--- src/rtl/ntt_butterfly_post_if.sv ---
// Bus bundle for the Kyber NTT butterfly post-stage: r[j]/t operands in, sum/difference out.
// Valid-only stream: in_valid qualifies a_in, t_in arrives FQMUL_LAT cycles later, out_valid qualifies results; there is no ready.
interface ntt_butterfly_post_if #(
    parameter int CNT_W = 7
);
    logic               in_valid;
    logic signed [15:0] a_in;
    logic signed [15:0] t_in;
    logic               out_valid;
    logic signed [15:0] a_out;
    logic signed [15:0] b_out;
    logic [CNT_W-1:0]   pair_cnt;
    logic               layer_done;

    modport master (
        output in_valid, a_in, t_in,
        input  out_valid, a_out, b_out, pair_cnt, layer_done
    );

    modport slave (
        input  in_valid, a_in, t_in,
        output out_valid, a_out, b_out, pair_cnt, layer_done
    );
endinterface

--- src/rtl/ntt_butterfly_post.sv ---
// Cooley-Tukey butterfly completion: r[j] +/- fqmul(zeta, r[j+len]) with a per-layer pair counter.
// Optional BFLY_BARRETT_EN adds a Barrett-reduction register stage after the sum/difference.
module ntt_butterfly_post #(
    parameter int FQMUL_LAT      = 2,
    parameter int BFLY_PER_LAYER = 128,
    parameter int CNT_W          = 7
) (
    input  logic                clk,
    input  logic                reset,
    input  logic                clr,
    ntt_butterfly_post_if.slave bus
);
    localparam logic [CNT_W-1:0] CNT_LAST = CNT_W'(BFLY_PER_LAYER - 1);

    logic [FQMUL_LAT-1:0] v_dly;
    logic signed [15:0]   a_dly [FQMUL_LAT];

    // r[j] rides alongside the fqmul pipeline so it meets its t at the last stage.
    always_ff @(posedge clk or negedge reset) begin
        if (!reset) begin
            v_dly <= '0;
            for (int i = 0; i < FQMUL_LAT; i++) a_dly[i] <= '0;
        end else begin
            v_dly[0] <= bus.in_valid && !clr;
            a_dly[0] <= bus.a_in;
            for (int i = 1; i < FQMUL_LAT; i++) begin
                v_dly[i] <= v_dly[i-1] && !clr;
                a_dly[i] <= a_dly[i-1];
            end
        end
    end

    logic               al_v;
    logic signed [15:0] sum;
    logic signed [15:0] diff;

    assign al_v = v_dly[FQMUL_LAT-1];
    assign sum  = a_dly[FQMUL_LAT-1] + bus.t_in;
    assign diff = a_dly[FQMUL_LAT-1] - bus.t_in;

    logic               fin_v;
    logic signed [15:0] fin_a;
    logic signed [15:0] fin_b;

`ifdef BFLY_BARRETT_EN
    function automatic logic signed [15:0] barrett(input logic signed [15:0] x);
        logic signed [31:0] xe;
        logic signed [31:0] q;
        xe = 32'(x);
        q  = (xe * 32'sd20159 + 32'sd33554432) >>> 26;
        return 16'(xe - q * 32'sd3329);
    endfunction

    logic               raw_v;
    logic signed [15:0] raw_a;
    logic signed [15:0] raw_b;

    always_ff @(posedge clk or negedge reset) begin
        if (!reset) begin
            raw_v <= 1'b0;
            raw_a <= '0;
            raw_b <= '0;
        end else begin
            raw_v <= al_v && !clr;
            if (al_v && !clr) begin
                raw_a <= sum;
                raw_b <= diff;
            end
        end
    end

    assign fin_v = raw_v;
    assign fin_a = barrett(raw_a);
    assign fin_b = barrett(raw_b);
`else
    assign fin_v = al_v;
    assign fin_a = sum;
    assign fin_b = diff;
`endif

    logic               out_valid_r;
    logic signed [15:0] a_r;
    logic signed [15:0] b_r;
    logic [CNT_W-1:0]   cnt_r;
    logic               done_r;

    // Data registers hold across bubbles and clr; only valid/count state is flushed.
    always_ff @(posedge clk or negedge reset) begin
        if (!reset) begin
            out_valid_r <= 1'b0;
            a_r         <= '0;
            b_r         <= '0;
            cnt_r       <= '0;
            done_r      <= 1'b0;
        end else if (clr) begin
            out_valid_r <= 1'b0;
            cnt_r       <= '0;
            done_r      <= 1'b0;
        end else begin
            out_valid_r <= fin_v;
            done_r      <= fin_v && (cnt_r == CNT_LAST);
            if (fin_v) begin
                a_r   <= fin_a;
                b_r   <= fin_b;
                cnt_r <= (cnt_r == CNT_LAST) ? '0 : cnt_r + CNT_W'(1);
            end
        end
    end

    assign bus.out_valid  = out_valid_r;
    assign bus.a_out      = a_r;
    assign bus.b_out      = b_r;
    assign bus.pair_cnt   = cnt_r;
    assign bus.layer_done = done_r;
endmodule

--- src/flat_wrapper.sv ---
// flat-port wrapper written by rule: the top's interface ports become plain ports
module ntt_butterfly_post_flat 
#(
    parameter int FQMUL_LAT      = 2,
    parameter int BFLY_PER_LAYER = 128,
    parameter int CNT_W          = 7
)
  (clk, reset, clr, bus_in_valid, bus_a_in, bus_t_in, bus_out_valid, bus_a_out, bus_b_out, bus_pair_cnt, bus_layer_done);
  ntt_butterfly_post_if #(.CNT_W(CNT_W)) bus_i ();
  input  logic clk;
  input  logic reset;
  input  logic clr;
  input wire logic [$bits(bus_i.in_valid)-1:0] bus_in_valid;
  input wire logic [$bits(bus_i.a_in)-1:0] bus_a_in;
  input wire logic [$bits(bus_i.t_in)-1:0] bus_t_in;
  output wire logic [$bits(bus_i.out_valid)-1:0] bus_out_valid;
  output wire logic [$bits(bus_i.a_out)-1:0] bus_a_out;
  output wire logic [$bits(bus_i.b_out)-1:0] bus_b_out;
  output wire logic [$bits(bus_i.pair_cnt)-1:0] bus_pair_cnt;
  output wire logic [$bits(bus_i.layer_done)-1:0] bus_layer_done;
  assign bus_i.in_valid = bus_in_valid;
  assign bus_i.a_in = bus_a_in;
  assign bus_i.t_in = bus_t_in;
  assign bus_out_valid = bus_i.out_valid;
  assign bus_a_out = bus_i.a_out;
  assign bus_b_out = bus_i.b_out;
  assign bus_pair_cnt = bus_i.pair_cnt;
  assign bus_layer_done = bus_i.layer_done;
  ntt_butterfly_post #(.FQMUL_LAT(FQMUL_LAT), .BFLY_PER_LAYER(BFLY_PER_LAYER), .CNT_W(CNT_W)) u_core (.clk(clk), .reset(reset), .clr(clr), .bus(bus_i));
endmodule
--- config.mk ---
export PLATFORM = sky130hd
export DESIGN_NAME = ntt_butterfly_post_flat
export DESIGN_NICKNAME = d
export VERILOG_FILES = /design/src/rtl/ntt_butterfly_post_if.sv /design/src/rtl/ntt_butterfly_post.sv /design/src/flat_wrapper.sv
export SDC_FILE = /design/constraint.sdc
export NUM_CORES = 1
export LEC_CHECK = 0
export CAP_MARGIN = 5
export CORE_MARGIN = 4
export CORE_UTILIZATION = 54
export CTS_BUF_LIST = sky130_fd_sc_hd__clkbuf_4
export CTS_CLUSTER_DIAMETER = 80
export DETAILED_ROUTE_END_ITERATION = 16
export PLACE_DENSITY = 0.9
export SKIP_LAST_GASP = 1
export SYNTH_ARGS = -nofsm -noshare
export SYNTH_HDL_FRONTEND = slang
export SYNTH_SLANG_ARGS = --single-unit
--- constraint.sdc ---
create_clock -name clk -period 2.8 [get_ports clk]
set_input_delay 0.56 -clock clk [delete_from_list [all_inputs] [get_ports clk]]
set_output_delay 0.56 -clock clk [all_outputs]
set_load 0.005 [all_outputs]
### After elaboration in Yosys (flattened, before gate mapping)

Cells that the tools add are included.

| word-level totals | value |
|---|---|
| input bits | 36 |
| register bits | 75 |
| logic and storage cells | 24 |

| cells by class | value |
|---|---|
| bitwise operators | 1 |
| reduce and logical (&&, ||, !) cells | 6 |
| muxes and demuxes | 5 |
| $add $sub $neg | 3 |
| equality and inequality tests | 1 |

Operator list:

| kind | number |
|---|---|
| $mux 7 | 3 |
| $add 16x16->16 | 1 |
| $sub 16x16->16 | 1 |
| $add 7x1->7 const B | 1 |
| $eq 7x7->1 const B | 1 |
| $logic_and 1x1->1 | 3 |
| $mux 1 | 2 |
| $reduce_and 2->1 | 1 |
| $reduce_bool 2->1 | 1 |
| $logic_not 1->1 | 1 |
| $not 1->1 | 1 |

### Logic depth before layout (Yosys ltp)

Gate-level depths: netlist of the first run.

| logic depth | value |
|---|---|
| depth after elaboration | 4 |
| gate-level depth with buffers | 9 |
| depth with buffers taken out | 8 |

### Worst setup path before layout of the first run

No wires, ideal clock.

| timing path | value |
|---|---|
| kind | input port to flip-flop |
| from | in bus_t_in[10] |
| to | reg u_core.a_r[15] (netlist: u_core.bus.a_out[15]) |
| slack | 422 ps |
| path buffers | 0 |
| library setup time | 125 ps |
| cell stages on the path | 7 |
| arrival time | 2253 ps |
| cell sequence | inv_1 ha_1 or4_4 or2_1 a211oi_2 o31ai_1 mux2_4 |

| on the way | value |
|---|---|
| longest elaborated chain between the ends | 1 |

RTL lines:

| element | RTL line | source |
|---|---|---|
| start, declared | flat_wrapper.sv:15 | `input wire logic [$bits(bus_i.t_in)-1:0] bus_t_in;` |
| $add 16x16->16 | ntt_butterfly_post.sv:38 | `assign sum = a_dly[FQMUL_LAT-1] + bus.t_in;` |
| end signal, assigned | ntt_butterfly_post.sv:103 | `a_r <= fin_a;` |
| end, declared | ntt_butterfly_post.sv:82 | `logic signed [15:0] a_r;` |

No other way between the ends.
A chain may end at the register's enable or synchronous reset.

### Worst setup path in the final report of the first run

| timing path | value |
|---|---|
| from | in bus_t_in[0] |
| to | reg u_core.a_r[12] (netlist: u_core.bus.a_out[12]) |

Same word-level chain as after synthesis.

==> results by group, run 1 <==
Outcome
  – Run status: finished clean

Power
  – Sw Ratio: 0.328
  – Seq pwr share: 0.452
  – Peak VDD IR: 0.424 mV
  – Clock power frac: 0.231
  – Power per cell area: 532 nW/um2
  – Total power: 2.89 mW
  – Psw: 948 uW
  – Internal power: 1.94 mW
  – Gate power share: 0.317
  – Static leakage: 2.48 nW

Logic synthesis
  – Post-synth top flop: dfrtp_1
  – Mapped cell area: 4140 um2
  – Post-Syn Instances: 434
  – Number of library cell types mapped by synthesis: 54
  – Syn_area_per_cell: 9.54 um2
  – Post-synth ARST share: 1.00
  – Yosys warns: 0
  – Register bit total from synthesis: 74
  – Synthesized Nets: 503
  – Sequential fraction of the synthesis area: 0.447
  – EDFF count, synth: 0

Detailed routing
  – Detail Route Antenna Nets: 0
  – Post-detailed-routing wire length: 10,400 um
  – Uppermost layer routed: met4
  – Met3 Routed Length: 694 um
  – WL per Instance: 16.0 um
  – Vias: 3,722
  – DR iter-0 viols: 255
  – DRC viols: 0
  – 1st-pass router iterations: 5
  – Vias per Instance: 5.71
  – Met2 Wirelength: 4950 um
  – Met1 WL: 4580 um

Cells and area
  – Share of cells above drive strength 1: 0.136
  – Final Util: 0.736
  – Fillers: 553
  – Register area: 1850 um2
  – Final net count: 617
  – Area grow syn2layout: 31.0%
  – Antenna cells: 0
  – Area of the multi-input gates: 2090 um2
  – Final Instance Area: 5420 um2

Timing
  – Setup TNS Final: 0 ns
  – Fin. Hold Viols: 0
  – Clock skew: 0.0189 ns
  – Max Slew Vio Count: 0
  – Period Utilization, post-route: 0.914
  – Relative slew margins: 0.387
  – Least-Margin Pin Slew: 0.919 ns
  – Highest clock rate: 0.391 GHz
  – Post-layout min period: 2.56 ns
  – Unrepaired setup endpoints after global routing: false
  – Setup-failing EPs final: 0

Critical path
  – Critical path class: input pin to flip-flop
  – Critical path arrival: 2.92 ns
  – Worst Setup Start Kind: input pin
  – CP max FO: 4
  – Worst Setup End Kind: flip-flop
  – Worst path required time: 3.17 ns

Clock network
  – H-tree levels: 3
  – Root Buffer: clkbuf_4
  – Buffers inserted by post-CTS timing repair: 0
  – CTS tree: yes
  – Clk_lat worst skew: 0.45 ns
  – Gates resized, CTS repair: 0
  – Clock-pin slew on the worst setup and hold paths: 0.15 ns
  – Maximum clock path buffer count: 2
  – Cts bufs inserted: 9
  – Hold_buf cts: 0
  – Clock Sinks: 74

Floorplan
  – Initial Util: 0.562
  – Die Wd: 95.6 um
  – # rows: 31
  – Ports: 77
  – Placeable Area: 7370 um2
  – Die H: 95.6 um
  – DIE AREA: 9130 um2

Global route
  – Largest net degree at the start of global routing: 75
  – Overflow after GRT: 0
  – Initial antenna violation count: 0
  – GRT Overall Usage: 0.249
  – First-pass GRT wire length: 17,400 um
  – Vias in the first global route: 3,605

Run
  – Max cap viols: 0

Hold path
  – Worst hold path type: input pin to async pin

Placed design
  – HPWL after DPL: 8070 um
  – Routability cong.: 0.921
  – Placed Area: 5290 um2
  – Port Buffers: 76
==> flip-flops by register name, indices dropped and copies added, names as in the netlist <==
register               count
u_core.bus.pair_cnt        7
u_core.bus.layer_done      1
u_core.bus.out_valid       1
u_core.bus.b_out          16
u_core.bus.a_out          15
u_core.v_dly               2
u_core.a_dly              32
==> logic make-up after synthesis <==
family,count (synthesis),synth area share
flip-flops,74,0.447
AND/OR/NAND/NOR,140,0.163
adder cells (fa/ha/maj),33,0.103
AO/OA/AOI/OAI,114,0.185
multiplexers,7,0.0187
buffers and inverters,49,0.0477
XOR/XNOR,17,0.0360
==> path summary, 6_finish.rpt <==
check                                 start                endpoint  slack, ns  cells past startpoint
min in group clk           u_core.a_dly[29]        u_core.a_dly[13]       0.36                      0
min reg2reg                u_core.a_dly[29]        u_core.a_dly[13]       0.36                      0
max reg2reg                 u_core.a_dly[0]    u_core.bus.a_out[12]       0.43                      7
min                                   reset  u_core.bus.pair_cnt[6]       0.20                      1
max in group asynchronous             reset        u_core.a_dly[28]       1.96                      1
max                             bus_t_in[0]    u_core.bus.a_out[12]       0.24                      8
==> critical path, stage by stage <==
cell and delay, ns:
clkdlybuf4s50_1 0.45, ha_1 0.24, fa_1 0.39, nor2b_1 0.17, o211ai_1 0.36, a21oi_1 0.15, or4_1 0.41, a31oi_1 0.19
==> routing by layer <==
layer	track usage	up-vias
met5	0	-
met4	0.0818	0
met3	0.0379	17
met2	0.397	148
met1	0.348	1796
li1	-	1761
==> cell usage in the layout, fill, tap and decap left out, types with 3 or more instances in the layout <==
cell type / instances
buf_4: 48
nor3_1: 4
dfrtp_1: 74
a211oi_1: 4
o211ai_1: 10
nor4_1: 3
or3_1: 6
and3_1: 5
o21bai_1: 4
nor2_1: 29
nand3_1: 11
a21o_1: 4
xor2_1: 9
xnor2_1: 8
mux2i_1: 4
o311ai_0: 5
o31ai_1: 5
nand2_1: 51
o21ai_0: 27
ha_1: 31
nor2b_1: 9
nand4_1: 3
clkbuf_4: 9
clkdlybuf4s50_1: 75
a31oi_1: 6
inv_6: 5
nand2b_1: 7
or4_1: 3
a21oi_1: 29
inv_1: 29
==> power by group through the flow <==
| stage | Combinational (mW) | Clock [mW] | Sequential, mW |
|---|---|---|---|
| after floorplan | 0.388 | 0 | 1.32 |
| after global placement | 0.888 | 0 | 1.32 |
| after detailed placement | 0.913 | 0 | 1.33 |
| after CTS | 0.918 | 0.682 | 1.31 |
| after global routing | 1.01 | 0.728 | 1.32 |
| final | 0.914 | 0.667 | 1.31 |
==> cell type report <==
class,instances,area share
Multi-Input combinational cell,311,0.386
Sequential cell,74,0.341
Timing Repair Buffer,123,0.205
Tap cell,99,0.0228
Inverter,29,0.0201
Clock buffer,9,0.0125
Clock inverter,7,0.0122
==> synth_stat cells (9+ instances only) <==
library cell	n	area share
ha_1	31	0.094
o21ai_0	27	0.033
dfrtp_1	74	0.45
nor2_1	29	0.026
o211ai_1	10	0.018
a21oi_1	29	0.035
nand3_1	11	0.013
inv_1	29	0.026
nor2b_1	9	0.014
nand2_1	51	0.046
xor2_1	9	0.019
==> through the flow <==
stage / hold WS (ns) / cells / setup WS [ns]
5_1_grt: 0.268 / 652 / 0.127
2_1_floorplan: 0.264 / 434 / 0.422
3_3_place_gp: 0.333 / 636 / -0.137
3_5_place_dp: 0.335 / 636 / -0.187
4_1_cts: 0.243 / 652 / 0.290
6_report: 0.200 / 652 / 0.242
Power figures use the tool's default switching activity.
==> inputs of run 2 (changes only) <==
--- a/config.mk
+++ b/config.mk
@@ -5,8 +5,8 @@
 export SDC_FILE = /design/constraint.sdc
 export NUM_CORES = 1
 export LEC_CHECK = 0
+export ABC_CLOCK_PERIOD_IN_PS = 2800
 export CAP_MARGIN = 5
-export CORE_MARGIN = 4
 export CORE_UTILIZATION = 54
 export CTS_BUF_LIST = sky130_fd_sc_hd__clkbuf_4
 export CTS_CLUSTER_DIAMETER = 80
==> run 2 against run 1 <==
Routed wire length increased by 0.29%. Core utilization up 1.7 points. Sequential share of layout area is 0.57 points lower. Clock skew increased by 0.0029 ns. Clock power fell by 5.5%. Final cell count is 2.0% higher. Total power decreased by 0.57%. Via count shrank 1.2%.
==> results by group, run 2 (synthesis gave the netlist of run 1 again) <==
Outcome
  – Run status: finished clean

Cells and area
  – Share of cells above drive strength 1: 0.155
  – Most frequent cells in the layout: clkdlybuf4s50_1 (75), dfrtp_1 (74), buf_4 (61), nand2_1 (51), ha_1 (31)
  – Final net count: 630
  – Max reg flops: 32
  – Largest Register: u_core.a_dly
  – Commonest non-fill, non-tap cell in the layout: clkdlybuf4s50_1
  – Final Util: 0.753
  – Area grow syn2layout: 33.2%
  – Antenna cells: 0

Floorplan
  – # rows: 31
  – Placeable Area: 7330 um2
  – Initial Util: 0.565
  – Die H: 89.6 um
  – Die Wd: 89.6 um
  – DIE AREA: 8020 um2
  – Ports: 77

Hold path
  – Worst hold path type: input pin to async pin

Critical path
  – Worst path required time: 3.11 ns
  – CP max FO: 6
  – Critical path arrival: 2.90 ns
  – Worst Setup Start Kind: input pin
  – Critical path class: input pin to flip-flop
  – Worst Setup End Kind: flip-flop

Global route
  – Vias in the first global route: 3,544
  – Largest net degree at the start of global routing: 75
  – GRT Overall Usage: 0.280
  – Overflow after GRT: 0
  – Initial antenna violation count: 0
  – First-pass GRT wire length: 16,800 um

Clock network
  – Hold_buf cts: 0
  – Buffers inserted by post-CTS timing repair: 0
  – H-tree levels: 3
  – Gates resized, CTS repair: 0
  – Maximum clock path buffer count: 2
  – Cts bufs inserted: 9
  – Clock Sinks: 74
  – Root Buffer: clkbuf_4
  – Clock-pin slew on the worst setup and hold paths: 0.15 ns
  – CTS tree: yes
  – Clk_lat worst skew: 0.43 ns

Detailed routing
  – WL per Instance: 15.7 um
  – DRC viols: 0
  – Vias: 3,677
  – Post-detailed-routing wire length: 10,500 um
  – Detail Route Antenna Nets: 0
  – 1st-pass router iterations: 5
  – DR iter-0 viols: 234
  – Vias per Instance: 5.53

Timing
  – Unrepaired setup endpoints after global routing: false
  – Least-Margin Pin Slew: 0.923 ns
  – Highest clock rate: 0.386 GHz
  – Relative slew margins: 0.385
  – Setup-failing EPs final: 0
  – Period Utilization, post-route: 0.926
  – Clock skew: 0.0219 ns
  – Fin. Hold Viols: 0
  – Post-layout min period: 2.59 ns
  – Max Slew Vio Count: 0

Placed design
  – HPWL after DPL: 8160 um
  – Routability cong.: 0.891
  – Port Buffers: 76

Power
  – Power per cell area: 520 nW/um2
  – Static leakage: 2.53 nW
  – Total power: 2.87 mW
  – Peak VDD IR: 0.335 mV

Run
  – Max cap viols: 0
[run 2: cell types whose count changed in the layout (fill, tap and decap cells not counted), sizes merged]
cell      before  now
clkinv         0    1
clkinvlp       0    2
inv           36   33
buf           48   61
[run 2: metrics by stage]
stage               setup WS [ns]  TNS, ns  std cells  area (um2)  hold WS [ns]
floorplan                   0.422        0        434        4140         0.264
global placement           -0.131   -0.746        649        5390         0.332
detailed placement         -0.225    -1.72        649        5390         0.338
CTS                         0.224        0        665        5520         0.285
global route                0.124        0        665        5520         0.301
finish                      0.208        0        665        5520         0.225
[run 2: cell type report]
class                      instances  area [um2]
tap                               99         124
clock buffer                       9        67.6
multi-input combinational        311        2090
clock inverter                     7        61.3
sequential                        74        1850
inverter                          29         109
fill                             520        1810
timing repair buffer             136        1210
[run 2: worst max-delay path, cell delays in order]
cell and delay [ns]:
clkdlybuf4s50_1 0.48, inv_1 0.05, ha_1 0.37, or4_4 0.56
buf_4 0.16, a211oi_1 0.33, mux2i_1 0.13, a211o_1 0.27
[run 2: report_power, final]
part	leakage (nW)	internal, mW	switching [mW]
Sequential	0.910	1.22	0.0914
Combinational	1.55	0.529	0.403
Clock	0.0655	0.199	0.431
[run 2: routing by layer]
layer | part of all wire | wire length [um] | vias up | global-route usage
met1 | 0.45 | 4760 | 1741 | 0.377
met3 | 0.054 | 563 | 24 | 0.0594
met4 | 0.024 | 248 | 0 | 0.111
met2 | 0.47 | 4900 | 119 | 0.441
met5 | 0 | 0 | - | 0
li1 | - | - | 1793 | -
[run 2: path summary, 6_finish.rpt]
path	slack (ns)	startpoint	to	cells after the start
worst max-delay path	0.21	bus_t_in[9]	u_core.bus.a_out[11]	8
worst min-delay path	0.23	reset	u_core.bus.pair_cnt[4]	1
worst max register to register	0.40	u_core.a_dly[0]	u_core.bus.a_out[12]	7
worst min register to register	0.36	u_core.a_dly[27]	u_core.a_dly[11]	0
max in group asynchronous	1.93	reset	u_core.bus.b_out[1]	1
min in group clk	0.36	u_core.a_dly[27]	u_core.a_dly[11]	0
